### src/rtl/game_timer_pkg.sv
// rtl/game_timer_pkg.sv - shared state encoding, BCD digit limits and seconds helper for the round timer
package game_timer_pkg;

    typedef enum logic [1:0] {
        ST_IDLE    = 2'd0,
        ST_RUN     = 2'd1,
        ST_PAUSE   = 2'd2,
        ST_EXPIRED = 2'd3
    } timer_state_t;

    localparam int SEC_UNITS_MAX = 9;
    localparam int SEC_TENS_MAX  = 5;
    localparam int MIN_MAX       = 9;

    function automatic logic [9:0] bcd_to_secs(input logic [3:0] m1, input logic [2:0] s2,
                                               input logic [3:0] s1);
        return 10'(m1) * 10'd60 + 10'(s2) * 10'd10 + 10'(s1);
    endfunction

endpackage

### src/rtl/tick_prescaler.sv
// rtl/tick_prescaler.sv - divides clk down to a one-cycle tick every TICK_DIV enabled cycles
module tick_prescaler #(
    parameter int TICK_DIV = 100_000_000
) (
    input  logic clk,
    input  logic rst_n,
    input  logic enable,
    input  logic clear,
    output logic at_last,
    output logic tick
);

    localparam int CW = $clog2(TICK_DIV);
    localparam logic [CW-1:0] LAST = CW'(TICK_DIV - 1);

    logic [CW-1:0] cnt;

    assign at_last = (cnt == LAST);

    always_ff @(posedge clk or negedge rst_n) begin
        if (!rst_n) begin
            cnt  <= '0;
            tick <= 1'b0;
        end else begin
            tick <= 1'b0;
            if (clear) begin
                cnt <= '0;
            end else if (enable) begin
                if (at_last) begin
                    cnt  <= '0;
                    tick <= 1'b1;
                end else begin
                    cnt <= cnt + 1'b1;
                end
            end
        end
    end

endmodule

### src/rtl/game_timer_ctrl.sv
// rtl/game_timer_ctrl.sv - round timer FSM and BCD mm:ss countdown; warn blink under TIMER_WARN_BLINK_EN
module game_timer_ctrl
    import game_timer_pkg::*;
#(
    parameter int TICK_DIV  = 100_000_000,
    parameter int ROUND_M1  = 2,
    parameter int ROUND_S2  = 0,
    parameter int ROUND_S1  = 0,
    parameter int WARN_SECS = 10
) (
    input  logic       clk,
    input  logic       rst_n,
    input  logic       start,
    input  logic       pause_tgl,
    input  logic       abort,
    output logic [3:0] m1,
    output logic [2:0] s2,
    output logic [3:0] s1,
    output logic       sec_tick,
    output logic       time_up,
    output logic       running,
    output logic [1:0] state,
    output logic       warn
);

    localparam int RL_M1_I = (ROUND_M1 > MIN_MAX)       ? MIN_MAX       : ROUND_M1;
    localparam int RL_S2_I = (ROUND_S2 > SEC_TENS_MAX)  ? SEC_TENS_MAX  : ROUND_S2;
    localparam int RL_S1_I = (ROUND_S1 > SEC_UNITS_MAX) ? SEC_UNITS_MAX : ROUND_S1;
    localparam logic [3:0] RL_M1 = 4'(RL_M1_I);
    localparam logic [2:0] RL_S2 = 3'(RL_S2_I);
    localparam logic [3:0] RL_S1 = 4'(RL_S1_I);
    localparam bit RL_ZERO = (RL_M1_I == 0) && (RL_S2_I == 0) && (RL_S1_I == 0);

    if (TICK_DIV < 2 || WARN_SECS < 0) begin : g_bad_config
        $error("game_timer_ctrl: TICK_DIV must be >= 2 and WARN_SECS >= 0");
    end

    timer_state_t st;
    logic         at_last, presc_en, presc_clr, wrap;
    logic [3:0]   nm1, ns1;
    logic [2:0]   ns2;
    logic         n_zero;

    assign state = st;

    // A pause landing on the wrap cycle holds the prescaler so no tick is issued while pausing.
    assign presc_clr = abort || start;
    assign presc_en  = (st == ST_RUN) && !presc_clr && !(pause_tgl && at_last);
    assign wrap      = presc_en && at_last;

    tick_prescaler #(.TICK_DIV(TICK_DIV)) u_presc (
        .clk     (clk),
        .rst_n   (rst_n),
        .enable  (presc_en),
        .clear   (presc_clr),
        .at_last (at_last),
        .tick    (sec_tick)
    );

    always_comb begin
        nm1 = m1;
        ns2 = s2;
        ns1 = s1;
        if (s1 != 4'd0) begin
            ns1 = s1 - 4'd1;
        end else if (s2 != 3'd0) begin
            ns1 = 4'(SEC_UNITS_MAX);
            ns2 = s2 - 3'd1;
        end else begin
            ns1 = 4'(SEC_UNITS_MAX);
            ns2 = 3'(SEC_TENS_MAX);
            nm1 = m1 - 4'd1;
        end
        n_zero = (nm1 == 4'd0) && (ns2 == 3'd0) && (ns1 == 4'd0);
    end

    always_ff @(posedge clk or negedge rst_n) begin
        if (!rst_n) begin
            st      <= ST_IDLE;
            m1      <= 4'd0;
            s2      <= 3'd0;
            s1      <= 4'd0;
            time_up <= 1'b0;
            running <= 1'b0;
        end else begin
            time_up <= 1'b0;
            if (abort) begin
                st      <= ST_IDLE;
                m1      <= 4'd0;
                s2      <= 3'd0;
                s1      <= 4'd0;
                running <= 1'b0;
            end else if (start) begin
                m1 <= RL_M1;
                s2 <= RL_S2;
                s1 <= RL_S1;
                if (RL_ZERO) begin
                    st      <= ST_EXPIRED;
                    time_up <= 1'b1;
                    running <= 1'b0;
                end else begin
                    st      <= ST_RUN;
                    running <= 1'b1;
                end
            end else if (pause_tgl && st == ST_RUN) begin
                st      <= ST_PAUSE;
                running <= 1'b0;
            end else if (pause_tgl && st == ST_PAUSE) begin
                st      <= ST_RUN;
                running <= 1'b1;
            end else if (wrap) begin
                m1 <= nm1;
                s2 <= ns2;
                s1 <= ns1;
                if (n_zero) begin
                    st      <= ST_EXPIRED;
                    time_up <= 1'b1;
                    running <= 1'b0;
                end
            end
        end
    end

`ifdef TIMER_WARN_BLINK_EN
    localparam int WARN_I = (WARN_SECS > 599) ? 599 : WARN_SECS;
    localparam logic [9:0] WARN_LIM = 10'(WARN_I);
    localparam logic [9:0] RL_SECS  = 10'(RL_M1_I * 60 + RL_S2_I * 10 + RL_S1_I);

    logic [9:0] cur_secs, nxt_secs;
    assign cur_secs = bcd_to_secs(m1, s2, s1);
    assign nxt_secs = bcd_to_secs(nm1, ns2, ns1);

    // Blink phase starts at 1 on the tick that crosses the threshold, then toggles per tick.
    always_ff @(posedge clk or negedge rst_n) begin
        if (!rst_n) begin
            warn <= 1'b0;
        end else if (abort) begin
            warn <= 1'b0;
        end else if (start) begin
            warn <= !RL_ZERO && (RL_SECS <= WARN_LIM);
        end else if (pause_tgl && (st == ST_RUN || st == ST_PAUSE)) begin
            warn <= (cur_secs <= WARN_LIM);
        end else if (wrap) begin
            if (n_zero)
                warn <= 1'b0;
            else if (nxt_secs <= WARN_LIM)
                warn <= (cur_secs > WARN_LIM) ? 1'b1 : ~warn;
            else
                warn <= 1'b0;
        end
    end
`else
    assign warn = 1'b0;
`endif

endmodule
### config.mk
export PLATFORM = sky130hd
export DESIGN_NAME = game_timer_ctrl
export DESIGN_NICKNAME = d
export VERILOG_FILES = /design/src/rtl/game_timer_pkg.sv /design/src/rtl/tick_prescaler.sv /design/src/rtl/game_timer_ctrl.sv
export SDC_FILE = /design/constraint.sdc
export NUM_CORES = 1
export LEC_CHECK = 0
export BUFFER_PORTS_ARGS = -buffer_cell sky130_fd_sc_hd__buf_2
export CAP_MARGIN = 20
export CORE_UTILIZATION = 31
export CTS_CLUSTER_DIAMETER = 120
export DETAILED_ROUTE_END_ITERATION = 6
export GPL_ROUTABILITY_DRIVEN = 0
export GPL_TIMING_DRIVEN = 0
export PLACE_DENSITY = 0.47
export SKIP_CTS_REPAIR_TIMING = 1
export SLEW_MARGIN = 10
export SYNTH_ARGS = -nofsm -noshare
export SYNTH_HDL_FRONTEND = slang
export SYNTH_HIERARCHICAL = 1
export SYNTH_SLANG_ARGS = --single-unit
### constraint.sdc
create_clock -name clk -period 4.43 [get_ports clk]
set_clock_uncertainty 0.15 [all_clocks]
set_input_delay 0.443 -clock clk [delete_from_list [all_inputs] [get_ports clk]]
set_output_delay 0.443 -clock clk [all_outputs]
set_load 0.02 [all_outputs]
## Yosys cells after proc, flatten, opt, wreduce, memory -nomap -nowiden

Index checks and enable logic that the tools add are counted.
Widths: inputs -> output; s select.

- Add/sub/neg operators: 4
- Mux-type cells: 44
- Reductions and logical operators: 22
- Eq/ne operators: 5

Operators with widths:

| operator | count |
|---|---|
| $mux 27 | 3 |
| $mux 4 | 13 |
| $add 27x1->27 const B | 1 |
| $eq 27x27->1 const B | 1 |
| $mux 3 | 7 |
| $mux 1 | 15 |
| $mux 2 | 6 |
| $reduce_bool 5->1 | 2 |
| $logic_and 1x1->1 | 8 |
| $logic_not 4->1 | 2 |
| $sub 4x1->4 const B | 2 |
| $ne 3x3->1 const B | 2 |
| $reduce_bool 3->1 | 2 |
| $reduce_bool 4->1 | 1 |
| $logic_not 3->1 | 1 |
| $reduce_and 3->1 | 1 |
| $sub 3x1->3 const B | 1 |
| $eq 2x1->1 const B | 1 |
| $eq 2x2->1 const B | 1 |
| $logic_not 1->1 | 2 |
| $reduce_and 2->1 | 1 |
| $reduce_bool 2->1 | 1 |
| $logic_or 1x1->1 | 1 |

- Output and inout bits: 17
- Register bits: 43

## Depth between registers and ports, before layout

- Word-level depth: 12
- Mapped depth: 13
- Mapped depth without buffers: 11

## Cells and area by module

Netlist, hierarchy kept.

Modules (own cells, without submodules):

| module | area an instance (um^2) | seq. area each (um^2) | instances | cells each |
|---|---|---|---|---|
| tick_prescaler | 1,745.4 | 700.7 | 1 | 191 |
| game_timer_ctrl | 980.9 | 375.4 | 1 | 101 |

## Worst setup path after synthesis

No wires, ideal clock.

- Path type: register -> register
- Start: register u_presc.cnt[9]
- End: register running
- Buffers on the path: 0
- Setup slack: 1,347 ps
- Stages on the path, launching flop included: 10
- Setup time: 123 ps
- Arrival time: 2,810 ps
- Data required time: 4,157 ps
- Cells stage by stage: dfrtp_1 or4_4 nor4_4 nand2_4 clkinv_4 nand4bb_4 or2_2 a2111oi_0 o211ai_2 o2bb2ai_1

- Cells in the longest elaborated chain, start to end: 7

RTL lines:

| element | RTL line | RTL |
|---|---|---|
| start, declared | tick_prescaler.sv:16 | `logic [CW-1:0] cnt;` |
| start signal, assigned | tick_prescaler.sv:33 | `cnt <= cnt + 1'b1;` |
| $eq 27x27->1 * | tick_prescaler.sv:18 | `assign at_last = (cnt == LAST);` |
| via at_last | game_timer_ctrl.sv:39 | `logic at_last, presc_en, presc_clr, wrap;` |
| $logic_and 1x1->1 | game_timer_ctrl.sv:48 | `assign presc_en = (st == ST_RUN) && !presc_clr && !(pause_tgl && at_last);` |
| $logic_not 1->1 | game_timer_ctrl.sv:48 |  |
| $logic_and 1x1->1 | game_timer_ctrl.sv:48 |  |
| $logic_and 1x1->1 * | game_timer_ctrl.sv:49 | `assign wrap = presc_en && at_last;` |
| $reduce_bool 5->1 (no source line) * | - |  |
| $reduce_and 2->1 (no source line) * | - |  |
| end signal, assigned | game_timer_ctrl.sv:84 | `running <= 1'b0;` |
| end signal, assigned | game_timer_ctrl.sv:92 | `running <= 1'b0;` |
| end signal, assigned | game_timer_ctrl.sv:100 | `running <= 1'b0;` |
| end, declared | game_timer_ctrl.sv:21 | `output logic running,` |

The timed path passes the listed nets; every way through them passes the cells marked *.
A chain may end at the register's enable or synchronous reset.

## Worst setup path in the final report

- Start: register u_presc.cnt[0]
- End: register running

Same word-level chain as after synthesis.

==> impl_metrics.csv <==
group,metric,value,unit
floorplanning,num_rows,33,
synth,netlist_area,2726,um2
routing,vias,2396,
synth,synth-seq-cells,43,
grt,antenna_found_initial,0,
critical_path,crit_type,"flop to flop",
worst_hold_path,hold_class,"input port to flop",
sta,worstMarginPinSlew,0.9157,ns
floorplanning,initial_core_util,0.3253,
cts,cts.htree.levels,2,
routing,dr.first_iter.drc_count,140,
placed_design,dp_hpwl,4924,um
sta,slew_headroom,0.3844,
layout,finalNetCount,329,
synth,ys_dominant_reg_cell,"dfrtp_1",
sta,whs,0.2388,ns
sta,tns,0,ns
power_and_ir_drop,power,0.6994,mW
cts,clk_latency,0.30,ns
synth,synth.avg_cell_area,9.337,um2
sta,drv_slew,0,
layout,mostFrequentLayoutCells,"dfrtp_1 (43), nand2_1 (23), nor2_1 (22), a21oi_1 (22), buf_2 (21)",
cts,clkSinkCount,43,
critical_path,cp_max_fo,11,
power_and_ir_drop,max-vdd-ir-drop,99.30,uV
critical_path,endpoint_kind,"flop",
critical_path,worstPathRequired,4.46,ns
floorplanning,dieWidth,95.78,um
floorplanning,ios,22,
critical_path,reg2reg_setup_slack,0.54,ns
synth,yosysSeqAreaShare,0.3947,
sta,clock.fmax,0.2572,GHz
critical_path,crit_slowest_cell,"nor4_2",
synth,yosysWarnings,6,
power_and_ir_drop,p_per_area,227.9,nW/um2
routing,dr.pass1.iters,4,
synth,synth_edf_count,0,
grt,grt_pass1_vias,2259,
cts,cts_buffers,5,
layout,layout.cells.most_common,"dfrtp_1",
synth,syn_nets,300,
routing,drc,0,
critical_path,crit_arrival,3.92,ns
sta,hold_viol,0,
layout,diodes,0,
job,cap_violations,0,
routing,viasPerCell,5.611,
outcome,status,"finished clean",
cts,cts.path.max_buffers,2,
cts,clkTransAtPathRegs,0.08,ns
cts,cts_tree,"built",
synth,synth_cells,292,
power_and_ir_drop,p_leak,1.281,nW
synth,ys_types,71,
floorplanning,fp.dieH,95.78,um
layout,drive_above_1_share,0.1863,
sta,setup_viol,0,
sta,final.min_clock_period,3.889,ns
critical_path,crit_chain,"ha_1, nand3_1, nor4_2, nand2_4, clkinv_4, nand4bb_4, or2_2, a2111oi_0, o211ai_2, o2bb2ai_1",
placed_design,port_buffers,20,
critical_path,crit_path_max_incr_delay,0.83,ns
routing,wl_per_cell,17.05,um
floorplanning,core_area,8382,um2
grt,track_usage,0.1732,
sta,period_share,0.8778,
layout,final_cells,427,
routing,drt.antenna.violating_nets,0,
cts,ctsRootBufferMaster,"clkbuf_8",
floorplanning,dieArea,9174,um2
grt,globalRouteOverflowTotal,0,
layout,utilization,0.3662,
placed_design,dp_cells,417,
sta,rsz0062_at_grt,"false",
routing,routed_wl,7282,um
layout,syn_to_final_growth,12.57,%
grt,grt_max_degree,44,
critical_path,worst_setup_path_start_kind,"flop",
synth,async_flop_share,1.000,
grt,grt_pass1_wl,11990,um
## state kept, by name, indices dropped and copies added (netlist names)
| signal | cells |
|---|---|
| m1 | 4 |
| running | 1 |
| s1 | 4 |
| s2 | 3 |
| state | 2 |
| time_up | 1 |
| u_presc/cnt | 27 |
| u_presc/tick | 1 |
## kinds of logic (layout without fill, tap and decap cells)
logic type,Yosys count,after routing,share of synthesized area
AO/OA/AOI/OAI,82,82,0.2093
XOR/XNOR,9,9,0.02891
adder cells (fa/ha/maj),3,3,0.01377
buffers and inverters,26,56,0.05920
flip-flops,43,43,0.3947
multiplexers,2,2,0.007343
other,1,1,0.001375
AND/OR/NAND/NOR,126,126,0.2855
## synthesized netlist by cell type, types with 3 or more instances
master      n  area, um2
dfrtp_1    43       1076
nand2_1    23      86.33
a21oi_1    22      110.1
nor2_1     22      82.58
nand3_1    14      70.07
o21ai_0    13      65.06
nor3_1     12      60.06
nand4_1    10      62.56
inv_1       9      33.78
xor2_1      8      70.07
a211oi_1    6      45.04
and3_1      6      37.54
clkbuf_1    6      22.52
a31oi_1     5      31.28
a32o_1      4      40.04
nor4_1      4      25.02
o2bb2ai_1   4      35.03
o31ai_1     4      30.03
buf_6       3      33.78
clkbuf_8    3      41.29
ha_1        3      37.54
nand3b_1    3      22.52
o211ai_1    3      22.52
## area by class of cell
class                   count  area [um2]
clock inverters             1       5.005
fillers                   884        5313
flip-flops and latches     43        1076
inverters                  11       46.29
well taps                 105       131.4
repair buffers             22       130.1
clock buffers               7       76.32
multi-input cells         223        1489
plain buffers              15       115.1
## power breakdown
group | total, mW | internal (mW) | switching (mW)
Clock | 0.249 | 0.111 | 0.138
Combinational | 0.0527 | 0.0160 | 0.0367
Sequential | 0.397 | 0.394 | 0.00296
## final timing paths
kind	startpoint	endpoint	cells past startpoint
max in group asynchronous	rst_n	m1[1]	3
min in group asynchronous	rst_n	s1[3]	2
max reg2reg	u_presc/cnt[0]	running	10
min	abort	state[0]	2
max	u_presc/cnt[0]	running	10
min reg2reg	u_presc/cnt[1]	u_presc/cnt[1]	2
## stage by stage
| stage | setup slack [ns] | instance area, um2 |
|---|---|---|
| detailed placement | 0.5744 | 2958 |
| floorplan | 1.347 | 2726 |
| finish | 0.5414 | 3069 |
| CTS | 0.5483 | 3039 |
| global placement | 0.5294 | 2958 |
| global route | 0.2648 | 3069 |
## routing by layer
metal  track usage  share of wire
met1        0.2597           0.53
met2        0.2595           0.43
met3       0.02370          0.021
met4       0.04478          0.012
met5             0              0
## worst max-delay path: cells and delay by family (launching register included)
family / cells / cell delay, ns
buffers and inverters: 1 / 0.19
AND/OR/NAND/NOR: 5 / 1.74
flip-flops: 1 / 0.41
AO/OA/AOI/OAI: 3 / 1.03
adder cells (fa/ha/maj): 1 / 0.25
Note: power is estimated with default switching activity, not from simulation.
